$ cat config.mk
export PLATFORM = sky130hd
export DESIGN_NAME = tblink_rpc_call_queue
export DESIGN_NICKNAME = d
export VERILOG_FILES = /design/src/rtl/tblink_rpc_hdl_pkg.sv /design/src/rtl/tblink_rpc_call_queue_chk.sv /design/src/rtl/tblink_rpc_sync_fifo.sv /design/src/rtl/tblink_rpc_call_queue.sv
export SDC_FILE = /design/constraint.sdc
export NUM_CORES = 1
export LEC_CHECK = 0
export ABC_CLOCK_PERIOD_IN_PS = 3000
export BUFFER_PORTS_ARGS = -buffer_cell sky130_fd_sc_hd__clkbuf_2
export CAP_MARGIN = 20
export CORE_MARGIN = 2
export CORE_UTILIZATION = 35
export DETAILED_ROUTE_END_ITERATION = 6
export GPL_ROUTABILITY_DRIVEN = 1
export HOLD_SLACK_MARGIN = 0.02
export PLACE_DENSITY = 0.64
export SETUP_SLACK_MARGIN = 0.5
export SLEW_MARGIN = 10
export SYNTH_ARGS = -nofsm -noshare
export SYNTH_HDL_FRONTEND = slang
export SYNTH_HIERARCHICAL = 1
export SYNTH_SLANG_ARGS = --single-unit
export TNS_END_PERCENT = 5
$ cat constraint.sdc
create_clock -name clock -period 3 [get_ports clock]
set_input_delay 0.3 -clock clock [delete_from_list [all_inputs] [get_ports clock]]
set_output_delay 0.3 -clock clock [all_outputs]
set_load 0.01 [all_outputs]
$ cat src/rtl/tblink_rpc_hdl_pkg.sv
// Shared types for the tblink RPC HDL call path.
//  - Default payload widths (method id, call id, parameters, return value).
//  - call_req_t: one buffered invocation as it sits in the request FIFO.
//  - slot_state_t: occupancy state of an outstanding-call slot.
package tblink_rpc_hdl_pkg;

    localparam int MID_W    = 8;
    localparam int PARAM_W  = 64;
    localparam int RET_W    = 64;
    localparam int CALLID_W = 64;

    typedef struct packed {
        logic [MID_W-1:0]    method_id;
        logic [CALLID_W-1:0] call_id;
        logic [PARAM_W-1:0]  params;
    } call_req_t;

    typedef enum logic {
        SLOT_FREE = 1'b0,
        SLOT_BUSY = 1'b1
    } slot_state_t;

endpackage

$ cat src/rtl/tblink_rpc_call_queue_chk.sv
// Protocol checker for the call queue.
// Ports: clock, reset_n, FIFO push/pop/full/empty strobes, outstanding count.
module tblink_rpc_call_queue_chk #(
    parameter int N_SLOTS = 4,
    parameter int TAG_W   = 2
) (
    input logic           clock,
    input logic           reset_n,
    input logic           push,
    input logic           pop,
    input logic           full,
    input logic           empty,
    input logic [TAG_W:0] outstanding
);

    a_no_push_full: assert property (@(posedge clock) disable iff (!reset_n) !(push && full));
    a_no_pop_empty: assert property (@(posedge clock) disable iff (!reset_n) !(pop && empty));
    a_outstanding:  assert property (@(posedge clock) disable iff (!reset_n)
                                     outstanding <= (TAG_W+1)'(N_SLOTS));

endmodule

$ cat src/rtl/tblink_rpc_sync_fifo.sv
// Synchronous FIFO holding pending invocations.
// Ports:
//  clock, reset_n : clock and async active-low reset
//  push, wdata    : write strobe and data (ignored when full)
//  pop            : read strobe (ignored when empty)
//  rdata          : head entry, read from the storage registers
//  full, empty    : status from wrap-bit pointer comparison
// A pushed entry lands in storage on the clock edge, so it appears at rdata
// one cycle after the push at the earliest.
module tblink_rpc_sync_fifo #(
    parameter int DEPTH = 4,
    parameter int WIDTH = 8
) (
    input  logic             clock,
    input  logic             reset_n,
    input  logic             push,
    input  logic [WIDTH-1:0] wdata,
    input  logic             pop,
    output logic [WIDTH-1:0] rdata,
    output logic             full,
    output logic             empty
);

    localparam int AW = $clog2(DEPTH);

    logic [AW:0]      wr_ptr_r;
    logic [AW:0]      rd_ptr_r;
    logic [WIDTH-1:0] mem_r [DEPTH];
    logic             push_ok_s;
    logic             pop_ok_s;

    // Same index with differing wrap bits means the write side has lapped the read side.
    assign full      = (wr_ptr_r[AW] != rd_ptr_r[AW]) && (wr_ptr_r[AW-1:0] == rd_ptr_r[AW-1:0]);
    assign empty     = (wr_ptr_r == rd_ptr_r);
    assign push_ok_s = push && !full;
    assign pop_ok_s  = pop && !empty;
    assign rdata     = mem_r[rd_ptr_r[AW-1:0]];

    // Pointer and storage update; storage is cleared so outputs read zero after reset.
    always_ff @(posedge clock or negedge reset_n) begin
        if (!reset_n) begin
            wr_ptr_r <= '0;
            rd_ptr_r <= '0;
            for (int i = 0; i < DEPTH; i++) begin
                mem_r[i] <= '0;
            end
        end else begin
            if (push_ok_s) begin
                mem_r[wr_ptr_r[AW-1:0]] <= wdata;
                wr_ptr_r                <= wr_ptr_r + (AW+1)'(1);
            end
            if (pop_ok_s) begin
                rd_ptr_r <= rd_ptr_r + (AW+1)'(1);
            end
        end
    end

endmodule

$ cat src/rtl/tblink_rpc_call_queue.sv
// Call queue between the DPI invoke shim and a BFM.
// Ports:
//  req_*        : inbound invocations from the shim (valid/ready)
//  inv_*        : invocations issued to the BFM with a slot tag (valid/ready)
//  rsp_*        : BFM responses by tag, any order (valid/ready)
//  out_*        : completions (call id + return value) back to the shim
//  outstanding  : number of busy slots
//  err_bad_tag  : one-cycle pulse when a response names a free slot
module tblink_rpc_call_queue
    import tblink_rpc_hdl_pkg::*;
#(
    parameter int  DEPTH    = 4,
    parameter int  N_SLOTS  = 4,
    parameter int  MID_W    = tblink_rpc_hdl_pkg::MID_W,
    parameter int  PARAM_W  = tblink_rpc_hdl_pkg::PARAM_W,
    parameter int  RET_W    = tblink_rpc_hdl_pkg::RET_W,
    parameter int  CALLID_W = tblink_rpc_hdl_pkg::CALLID_W,
    localparam int TAG_W    = $clog2(N_SLOTS)
) (
    input  logic                clock,
    input  logic                reset_n,
    input  logic                req_valid,
    output logic                req_ready,
    input  logic [MID_W-1:0]    req_method_id,
    input  logic [CALLID_W-1:0] req_call_id,
    input  logic [PARAM_W-1:0]  req_params,
    output logic                inv_valid,
    input  logic                inv_ready,
    output logic [MID_W-1:0]    inv_method_id,
    output logic [PARAM_W-1:0]  inv_params,
    output logic [TAG_W-1:0]    inv_tag,
    input  logic                rsp_valid,
    output logic                rsp_ready,
    input  logic [TAG_W-1:0]    rsp_tag,
    input  logic [RET_W-1:0]    rsp_retval,
    output logic                out_valid,
    input  logic                out_ready,
    output logic [CALLID_W-1:0] out_call_id,
    output logic [RET_W-1:0]    out_retval,
    output logic [TAG_W:0]      outstanding,
    output logic                err_bad_tag
);

    call_req_t           fifo_wdata_s;
    call_req_t           fifo_rdata_s;
    logic                fifo_full_s;
    logic                fifo_empty_s;
    logic                push_s;

    slot_state_t         slot_r     [N_SLOTS];
    logic [CALLID_W-1:0] slot_cid_r [N_SLOTS];
    logic [N_SLOTS-1:0]  busy_s;
    logic [N_SLOTS-1:0]  busy_nxt_s;
    logic [TAG_W-1:0]    free_tag_s;
    logic                any_free_s;
    logic [TAG_W-1:0]    inv_tag_s;
    logic                inv_valid_s;
    logic                issue_fire_s;
    logic                rsp_ready_s;
    logic                rsp_fire_s;
    logic                rsp_hit_s;
    logic [TAG_W:0]      busy_cnt_nxt_s;

    logic                hold_r;
    logic [TAG_W-1:0]    hold_tag_r;
    logic                out_valid_r;
    logic [CALLID_W-1:0] out_call_id_r;
    logic [RET_W-1:0]    out_retval_r;
    logic [TAG_W:0]      outstanding_r;
    logic                err_bad_tag_r;

    assign fifo_wdata_s = '{method_id: req_method_id, call_id: req_call_id, params: req_params};
    assign push_s       = req_valid && !fifo_full_s;

    tblink_rpc_sync_fifo #(
        .DEPTH (DEPTH),
        .WIDTH ($bits(call_req_t))
    ) u_fifo (
        .clock   (clock),
        .reset_n (reset_n),
        .push    (push_s),
        .wdata   (fifo_wdata_s),
        .pop     (issue_fire_s),
        .rdata   (fifo_rdata_s),
        .full    (fifo_full_s),
        .empty   (fifo_empty_s)
    );

    // Slot occupancy and lowest-index free slot, taken from the registered state.
    always_comb begin
        free_tag_s = '0;
        any_free_s = 1'b0;
        for (int i = N_SLOTS - 1; i >= 0; i--) begin
            busy_s[i]  = (slot_r[i] == SLOT_BUSY);
            free_tag_s = busy_s[i] ? free_tag_s : TAG_W'(i);
            any_free_s = any_free_s || !busy_s[i];
        end
    end

    // A stalled offer keeps its tag even if a lower slot frees meanwhile,
    // so the BFM sees stable inv_* until it accepts.
    assign inv_tag_s    = hold_r ? hold_tag_r : free_tag_s;
    assign inv_valid_s  = !fifo_empty_s && any_free_s;
    assign issue_fire_s = inv_valid_s && inv_ready;
    assign rsp_ready_s  = !out_valid_r || out_ready;
    assign rsp_fire_s   = rsp_valid && rsp_ready_s;
    assign rsp_hit_s    = rsp_fire_s && busy_s[rsp_tag];

    // Next occupancy and its popcount; allocated and freed slots are always distinct.
    always_comb begin
        busy_cnt_nxt_s = '0;
        for (int i = 0; i < N_SLOTS; i++) begin
            busy_nxt_s[i]  = (busy_s[i] || (issue_fire_s && (inv_tag_s == TAG_W'(i))))
                             && !(rsp_hit_s && (rsp_tag == TAG_W'(i)));
            busy_cnt_nxt_s = busy_cnt_nxt_s + (TAG_W+1)'(busy_nxt_s[i]);
        end
    end

    // Slot table, completion register, error pulse and offer hold.
    always_ff @(posedge clock or negedge reset_n) begin
        if (!reset_n) begin
            for (int i = 0; i < N_SLOTS; i++) begin
                slot_r[i]     <= SLOT_FREE;
                slot_cid_r[i] <= '0;
            end
            hold_r        <= 1'b0;
            hold_tag_r    <= '0;
            out_valid_r   <= 1'b0;
            out_call_id_r <= '0;
            out_retval_r  <= '0;
            outstanding_r <= '0;
            err_bad_tag_r <= 1'b0;
        end else begin
            for (int i = 0; i < N_SLOTS; i++) begin
                slot_r[i] <= busy_nxt_s[i] ? SLOT_BUSY : SLOT_FREE;
            end
            if (issue_fire_s) begin
                slot_cid_r[inv_tag_s] <= fifo_rdata_s.call_id;
            end
            hold_r     <= inv_valid_s && !inv_ready;
            hold_tag_r <= inv_tag_s;
            if (rsp_hit_s) begin
                out_valid_r   <= 1'b1;
                out_call_id_r <= slot_cid_r[rsp_tag];
                out_retval_r  <= rsp_retval;
            end else if (out_ready) begin
                out_valid_r <= 1'b0;
            end
            outstanding_r <= busy_cnt_nxt_s;
            err_bad_tag_r <= rsp_fire_s && !busy_s[rsp_tag];
        end
    end

    assign req_ready     = !fifo_full_s;
    assign inv_valid     = inv_valid_s;
    assign inv_method_id = fifo_rdata_s.method_id;
    assign inv_params    = fifo_rdata_s.params;
    assign inv_tag       = inv_tag_s;
    assign rsp_ready     = rsp_ready_s;
    assign out_valid     = out_valid_r;
    assign out_call_id   = out_call_id_r;
    assign out_retval    = out_retval_r;
    assign outstanding   = outstanding_r;
    assign err_bad_tag   = err_bad_tag_r;

    tblink_rpc_call_queue_chk #(
        .N_SLOTS (N_SLOTS),
        .TAG_W   (TAG_W)
    ) u_chk (
        .clock       (clock),
        .reset_n     (reset_n),
        .push        (push_s),
        .pop         (issue_fire_s),
        .full        (fifo_full_s),
        .empty       (fifo_empty_s),
        .outstanding (outstanding_r)
    );

endmodule
==> impl_metrics.yaml, run 1 <==
run_status:
  status: "complete, no violations"
yosys:
  synth-seq-area-share: 0.578
  synth_ff_type: "dfrtp_1"
  synthCells: 2296
  synth_xor_area_frac: 0.00189
  synth_top_cell_by_area: "dfrtp_1"
  syn-num-nets: 2512
  synth_edf_count: 0
  ys_warn_count: 6
  yosys-top-cells-count: "dfrtp_1 (946), mux2_2 (672), mux4_2 (201), mux2_4 (188)"
  netlist-cell-type-count: 42
  synth-async-reset-ratio: 1.00
  synth_top_family_by_area: "multiplexers"
  post-synth-top-area-fraction: 0.578
  synth.area.mux_share: 0.384
  synth_top_cells_by_area: "dfrtp_1 (58%), mux2_2 (18%), mux4_2 (11%), mux2_4 (6.9%), mux2_1 (1.9%)"
  syn-mean-instance-area_um2: 17.8
  yosysMostFrequentCell: "dfrtp_1"
  synthSimpleGateAreaFrac: 0.00400
  syn_area_mm2: 0.0410
  ys_ff_latch: 946
  synth-compound-area-share: 0.00406
  synth_fa_ha_area_frac: 0.00263
clocking:
  cts_buffers: 104
  clk_path_buf_depth: 3
  cts_tree: "done"
  htree_levels: 3
  insertion_delay_ps: 690
  clock-sinks: 946
  path_clk_slew_ps: 60
  cts-root-buf: "clkbuf_16"
layout:
  multi_input_area_mm2: 0.0164
  nNetsFinal: 3222
  fill_cells: 10200
  instances_no_fill: 4621
  area_delta_synth_final_pct: 26.8
  layout-drive-gt1-share: 0.584
  ff_latch_area_mm2: 0.0237
setup_path:
  crit_fanout: 5
  worstSetupPathType: "flop to flop"
  start_kind: "flop"
  worstSetupEndpoint: "outstanding[1]$_DFF_PN0_"
  cp_top_family: "adder cells"
  ff2ff_path_depth: 10
  critPathArrivalTime_ps: 3290
  reg2reg_from: "u_fifo/rd_ptr_r[0]$_DFFE_PN0P_"
  cp-startpoint: "u_fifo/rd_ptr_r[0]$_DFFE_PN0P_"
  crit_chain: "xor2_4 -> nor3_4 -> a41oi_2 -> nand2_4 -> inv_2 -> and3_4 -> a2bb2oi_2 -> fa_1 -> ha_2 -> ha_4"
  required_ps: 3570
  cpMaxStageDelayCell: "fa_1"
  end_kind: "flop"
  timing.rr.end: "outstanding[1]$_DFF_PN0_"
  rrSetupSlack_ps: 280
  critical-path-max-stage-delay_ps: 550
  worst-path-buf-inv: 1
  path_depth: 10
global_route:
  grt_overflow: 0
  grt_usage: 0.170
  grt_pass1_vias: 25100
  grt_max_degree: 106
  grt_pass1_wl_mm: 158
  antenna_found_initial: 20
job:
  drv_cap: 0
floorplanning:
  start_util: 0.353
  dieArea_mm2: 0.120
  dieHeight_um: 346
  fp-row-count: 125
  pin_count: 418
  die_w_um: 346
  core_area_mm2: 0.116
timing:
  max_slew_margin: 0.540
  finalCritPeriodShare: 0.906
  post-route-min-period_ps: 2720
  finClkSkew_ps: 26.5
  timing_worst_slew_pin_value_ps: 690
  final_max_slew_viol_count: 0
  finalWorstSetupSlack_ps: 282
  finalSetupViolations: 0
  rsz0062_at_grt: "true"
  fin_tns_setup_ps: 0
  fmax_ghz: 0.368
  finalHoldViolCount: 0
power:
  power_switching_mw: 20.2
  switching_share: 0.319
  power_frac_seq: 0.361
  comb_power_share: 0.429
  worst_ir_drop_vdd_mv: 0.659
  p_int_mw: 43.0
  p_leak_nw: 22.6
  clkPwrFrac: 0.210
  powerDensity_mw_per_mm2: 1210
placement:
  port_buffers: 417
  post-dp-hpwl_mm: 57.5
  gp_congestion: 0.736
  dp_cells: 4158
  place_ws_ps: 146
detailed_routing:
  viasPerCell: 4.96
  drtAntennaViolNets: 0
  wl_per_cell_um: 22.3
  routed_wl_mm: 103
  route.vias.total: 22900
  detail_route.iter0.violations: 917
  drcViolationCount: 0
  drtPass1Iterations: 5
min_path:
  hold_class: "input pin to flop"
## cell type report
cell class              count  area share
flip-flops and latches    946       0.456
multi-input cells        1193       0.316
repair buffers            754       0.121
clock buffers             153      0.0593
well taps                1524      0.0367
clock inverters            36      0.0101
inverters                   7    0.000506
diodes                      8    0.000385
## repair_timing
action,4_1_cts,5_1_grt
gates resized for setup,32,13
gates cloned,15,7
hold endpoints to repair,682,0
pin swaps,4,6
buffers inserted,20,19
endpoints found under the setup margin,867,817
hold buffers,205,0
## stage by stage
stage | total power, mW | instance area (um^2) | util | hold slack [ps]
detailed placement | 47.8 | 45200 | 0.389 | 333
finish | 63.1 | 51900 | 0.448 | 90.5
floorplan | 40.1 | 41000 | - | 4.41
global route | 66.8 | 51900 | 0.448 | 52.4
global placement | 47.2 | 45200 | 0.389 | 327
CTS | 63.3 | 51600 | 0.444 | 33.6
## cells by family (layout without fill, tap and decap cells)
| group | after synthesis | after routing |
|---|---|---|
| flip-flops | 946 | 946 |
| XOR/XNOR | 8 | 8 |
| AND/OR/NAND/NOR | 27 | 27 |
| buffers and inverters | 157 | 950 |
| other | 0 | 8 |
| multiplexers | 1132 | 1132 |
| adder cells (fa/ha/maj) | 8 | 8 |
| AO/OA/AOI/OAI | 18 | 18 |
## registers in the layout, indices dropped and copies added (netlist names)
| signal | cells |
|---|---|
| hold_tag_r | 2 |
| u_fifo/mem_r | 544 |
| out_valid | 1 |
| slot_cid_r | 256 |
| out_retval | 64 |
| outstanding | 3 |
| out_call_id | 64 |
| busy_s | 4 |
| hold_r | 1 |
| u_fifo/wr_ptr_r | 3 |
| err_bad_tag | 1 |
| u_fifo/rd_ptr_r | 3 |
## power groups by stage
| stage | registers (mW) | logic, mW | clock network (mW) |
|---|---|---|---|
| after floorplan | 22.2 | 17.9 | 0 |
| after global placement | 22.7 | 24.5 | 0 |
| after detailed placement | 22.9 | 25.0 | 0 |
| after CTS | 22.7 | 26.9 | 13.7 |
| after global routing | 23.6 | 29.0 | 14.2 |
| final | 22.8 | 27.1 | 13.3 |
## worst min path at each step
stage	cells past startpoint	startpoint	to
after floorplan	0	reset_n	busy_s[0]$_DFF_PN0_
after global placement	1	reset_n	u_fifo/mem_r[183]$_DFFE_PN0P_
after detailed placement	1	reset_n	u_fifo/mem_r[183]$_DFFE_PN0P_
after CTS	3	rsp_tag[1]	err_bad_tag$_DFF_PN0_
after global routing	3	rsp_tag[1]	err_bad_tag$_DFF_PN0_
final	3	rsp_tag[1]	err_bad_tag$_DFF_PN0_
## metal layers
metal	global-route usage	wire (um)	share of wire
met4	0.0434	2530	0.025
met5	0	184	0.0018
met2	0.271	48100	0.47
met3	0.0468	6100	0.059
met1	0.231	46100	0.45
## cells in the final DEF (no fill, tap or decap), types with 21 or more instances in the layout
master | netlist | layout
clkbuf_16 | 0 | 109
clkbuf_2 | 0 | 410
clkbuf_8 | 0 | 30
mux2_1 | 70 | 70
buf_12 | 2 | 47
dlygate4sd3_1 | 0 | 205
mux4_2 | 201 | 201
dfrtp_1 | 946 | 943
clkbuf_1 | 20 | 21
mux2_4 | 188 | 188
mux2_2 | 672 | 672
buf_4 | 15 | 54
## worst register-to-register path: stages (launching register included)
cell	delay, ps
dfrtp_4	540
xor2_4	190
nor3_4	290
a41oi_2	100
nand2_4	160
inv_2	60
and3_4	180
a2bb2oi_2	140
fa_1	550
ha_2	190
ha_4	190
(Power assumes the default switching activity.)
==> inputs of run 2 (changes only) <==
--- a/config.mk
+++ b/config.mk
@@ -5,6 +5,7 @@
 export SDC_FILE = /design/constraint.sdc
 export NUM_CORES = 1
 export LEC_CHECK = 0
+export ABC_AREA = 1
 export ABC_CLOCK_PERIOD_IN_PS = 3000
 export BUFFER_PORTS_ARGS = -buffer_cell sky130_fd_sc_hd__clkbuf_2
 export CAP_MARGIN = 20
==> run 2 against run 1 <==
Effect of this change:
- sequential share of layout area fell by 0.87 points
- power rose by 0.68%
- register-to-register slack improved by 150 ps
- count of clock-buffer cells in the layout rose by 4
- critical path depth fell by 4
- largest cell class unchanged
- setup slack improved by 130 ps
==> impl_metrics.yaml, run 2 <==
layout:
  nNetsFinal: 5807
  layout_common_cells: "nand2_1 (1956), dfrtp_1 (944), nand4_1 (545)"
  ff_latch_area_mm2: 0.0237
  design_area_mm2: 0.0530
  multi_input_area_mm2: 0.0169
  layout-drive-gt1-share: 0.138
  top_register: "u_fifo/mem_r"
  largest_reg_flops: 544
  area_delta_synth_final_pct: 23.9
  reg.largest.list: "u_fifo/mem_r (544), slot_cid_r (256)"
  fill_cells: 11800
  final_common_cell: "nand2_1"
timing:
  fin_tns_setup_ps: 0
  finalCritPeriodShare: 0.862
  finalWorstSetupSlack_ps: 414
  finalSetupViolations: 0
  post-route-min-period_ps: 2590
  final_max_slew_viol_count: 0
  finalHoldViolCount: 0
  rsz0062_at_grt: "true"
  fmax_ghz: 0.387
  finClkSkew_ps: 23.7
  max_slew_margin: 0.324
  timing_worst_slew_pin_value_ps: 1010
yosys:
  synth-async-reset-ratio: 1.00
  synth_edf_count: 0
  ys_ff_latch: 946
  synth_top_cell_by_area: "dfrtp_1"
  synth-seq-area-share: 0.554
  yosysMostFrequentCell: "nand2_1"
  syn_area_mm2: 0.0427
  syn-mean-instance-area_um2: 8.26
  yosys-top-cells-count: "nand2_1 (1960), dfrtp_1 (946), nand4_1 (545), o21ai_0 (388), nor2_1 (286)"
  syn-num-nets: 5392
  synthCells: 5176
  synth_ff_type: "dfrtp_1"
  netlist-cell-type-count: 27
  post-synth-top-area-fraction: 0.554
  synth_top_cells_by_area: "dfrtp_1 (55%), nand2_1 (17%), nand4_1 (8.0%), o21ai_0 (4.5%), nor2_1 (2.5%)"
  ys_warn_count: 6
min_path:
  hold_path_depth: 5
  hold_end: "err_bad_tag$_DFF_PN0_"
  hold_class: "input pin to flop"
  min_from: "rsp_valid"
setup_path:
  worstSetupPathType: "flop to primary output"
  required_ps: 2700
  critPathArrivalTime_ps: 2290
  ff2ff_path_depth: 10
  timing.rr.end: "outstanding[1]$_DFF_PN0_"
  start_kind: "flop"
  reg2reg_from: "u_fifo/rd_ptr_r[0]$_DFFE_PN0P_"
  crit_fanout: 16
  rrSetupSlack_ps: 430
  end_kind: "primary output"
power:
  p_leak_nw: 26.6
  powerDensity_mw_per_mm2: 1200
  worst_ir_drop_vdd_mv: 1.08
clocking:
  clk_path_buf_depth: 3
  htree_levels: 3
  cts_tree: "done"
  cts-root-buf: "clkbuf_16"
  clock-sinks: 946
  cts_buffers: 106
  path_clk_slew_ps: 60
  insertion_delay_ps: 690
global_route:
  grt_overflow: 0
  grt_pass1_vias: 37600
  grt_usage: 0.225
  grt_max_degree: 216
  grt_pass1_wl_mm: 225
  antenna_found_initial: 27
floorplanning:
  dieArea_mm2: 0.125
  start_util: 0.352
  fp-row-count: 128
  core_area_mm2: 0.122
  pin_count: 418
  dieHeight_um: 353
  die_w_um: 353
detailed_routing:
  drtAntennaViolNets: 0
  routed_wl_mm: 146
  detail_route.iter0.violations: 4085
  route.vias.total: 39100
  drtPass1Iterations: 5
  viasPerCell: 5.34
  wl_per_cell_um: 19.9
  drcViolationCount: 0
run_status:
  status: "complete, no violations"
placement:
  placed_cell_area_mm2: 0.0462
  place_ws_ps: 136
  post-dp-hpwl_mm: 76.1
  port_buffers: 417
  gp_congestion: 0.796
job:
  drv_cap: 0
[run 2: repair_timing]
item / in CTS / in global routing
hold buffers: 203 / 0
pin swaps: 5 / 14
gates cloned: 12 / 11
resized for setup: 21 / 77
endpoints found under the setup margin: 130 / 407
hold endpoints to repair: 649 / 0
buffers inserted: 11 / 9
[run 2: cells by family after synthesis]
family / Yosys count / share of synthesized area
buffers and inverters: 546 / 0.0580
DFF: 946 / 0.554
adders and majority gates: 8 / 0.00252
AOI/OAI and AO/OA: 671 / 0.0828
xor gates and xnor gates: 2 / 0.000410
and+or+nand+nor: 3003 / 0.302
[run 2: critical path, cell delays in order (launching register included)]
cell,delay [ps]
dfrtp_4,560
buf_16,210
clkinv_16,120
buf_12,160
o21ai_0,80
o22ai_1,240
clkbuf_2,190
[run 2: routing by layer]
metal  global-route usage  up-vias  share of wire
li1                     -    18200              -
met1                0.311    19000           0.44
met2                0.355     1548           0.45
met3               0.0534      272          0.083
met4               0.0619       40          0.022
met5                    0        -         0.0019
[run 2: worst max-delay path by stage]
stage	start	slack, ps	cells past startpoint	endpoint
after floorplan	u_fifo/wr_ptr_r[1]$_DFFE_PN0P_	510	12	outstanding[1]$_DFF_PN0_
after global placement	u_fifo/rd_ptr_r[2]$_DFFE_PN0P_	170	11	outstanding[1]$_DFF_PN0_
after detailed placement	u_fifo/rd_ptr_r[1]$_DFFE_PN0P_	140	10	outstanding[1]$_DFF_PN0_
after CTS	u_fifo/rd_ptr_r[0]$_DFFE_PN0P_	380	6	inv_method_id[7]
after global routing	u_fifo/rd_ptr_r[0]$_DFFE_PN0P_	350	10	outstanding[1]$_DFF_PN0_
final	u_fifo/rd_ptr_r[0]$_DFFE_PN0P_	410	6	inv_params[62]
[run 2: final cells by class]
cell class                      count  area share
Sequential cell                   946       0.447
Multi-Input combinational cell   3684       0.319
Timing Repair Buffer              759       0.119
Clock buffer                      157      0.0590
Tap cell                         1625      0.0384
Clock inverter                     41     0.00898
Inverter                           91     0.00718
Timing Repair inverter              3    0.000732
Antenna cell                        9    0.000425
[run 2: power by group]
| group | internal, mW | switching (mW) | total (mW) |
|---|---|---|---|
| clock network | 7.97 | 5.43 | 13.4 |
| logic | 9.22 | 19.4 | 28.6 |
| registers | 18.6 | 2.97 | 21.5 |
| total | 35.7 | 27.8 | 63.5 |
[run 2: through the flow]
stage	hold WS, ps	total power [mW]	utilization	instances
after global routing	123	68.0	0.436	7309
after floorplan	4.41	38.0	-	5176
final	111	63.5	0.436	7315
after CTS	53.3	62.7	0.431	7286
after detailed placement	367	47.7	0.380	6862
after global placement	369	47.0	0.380	6862
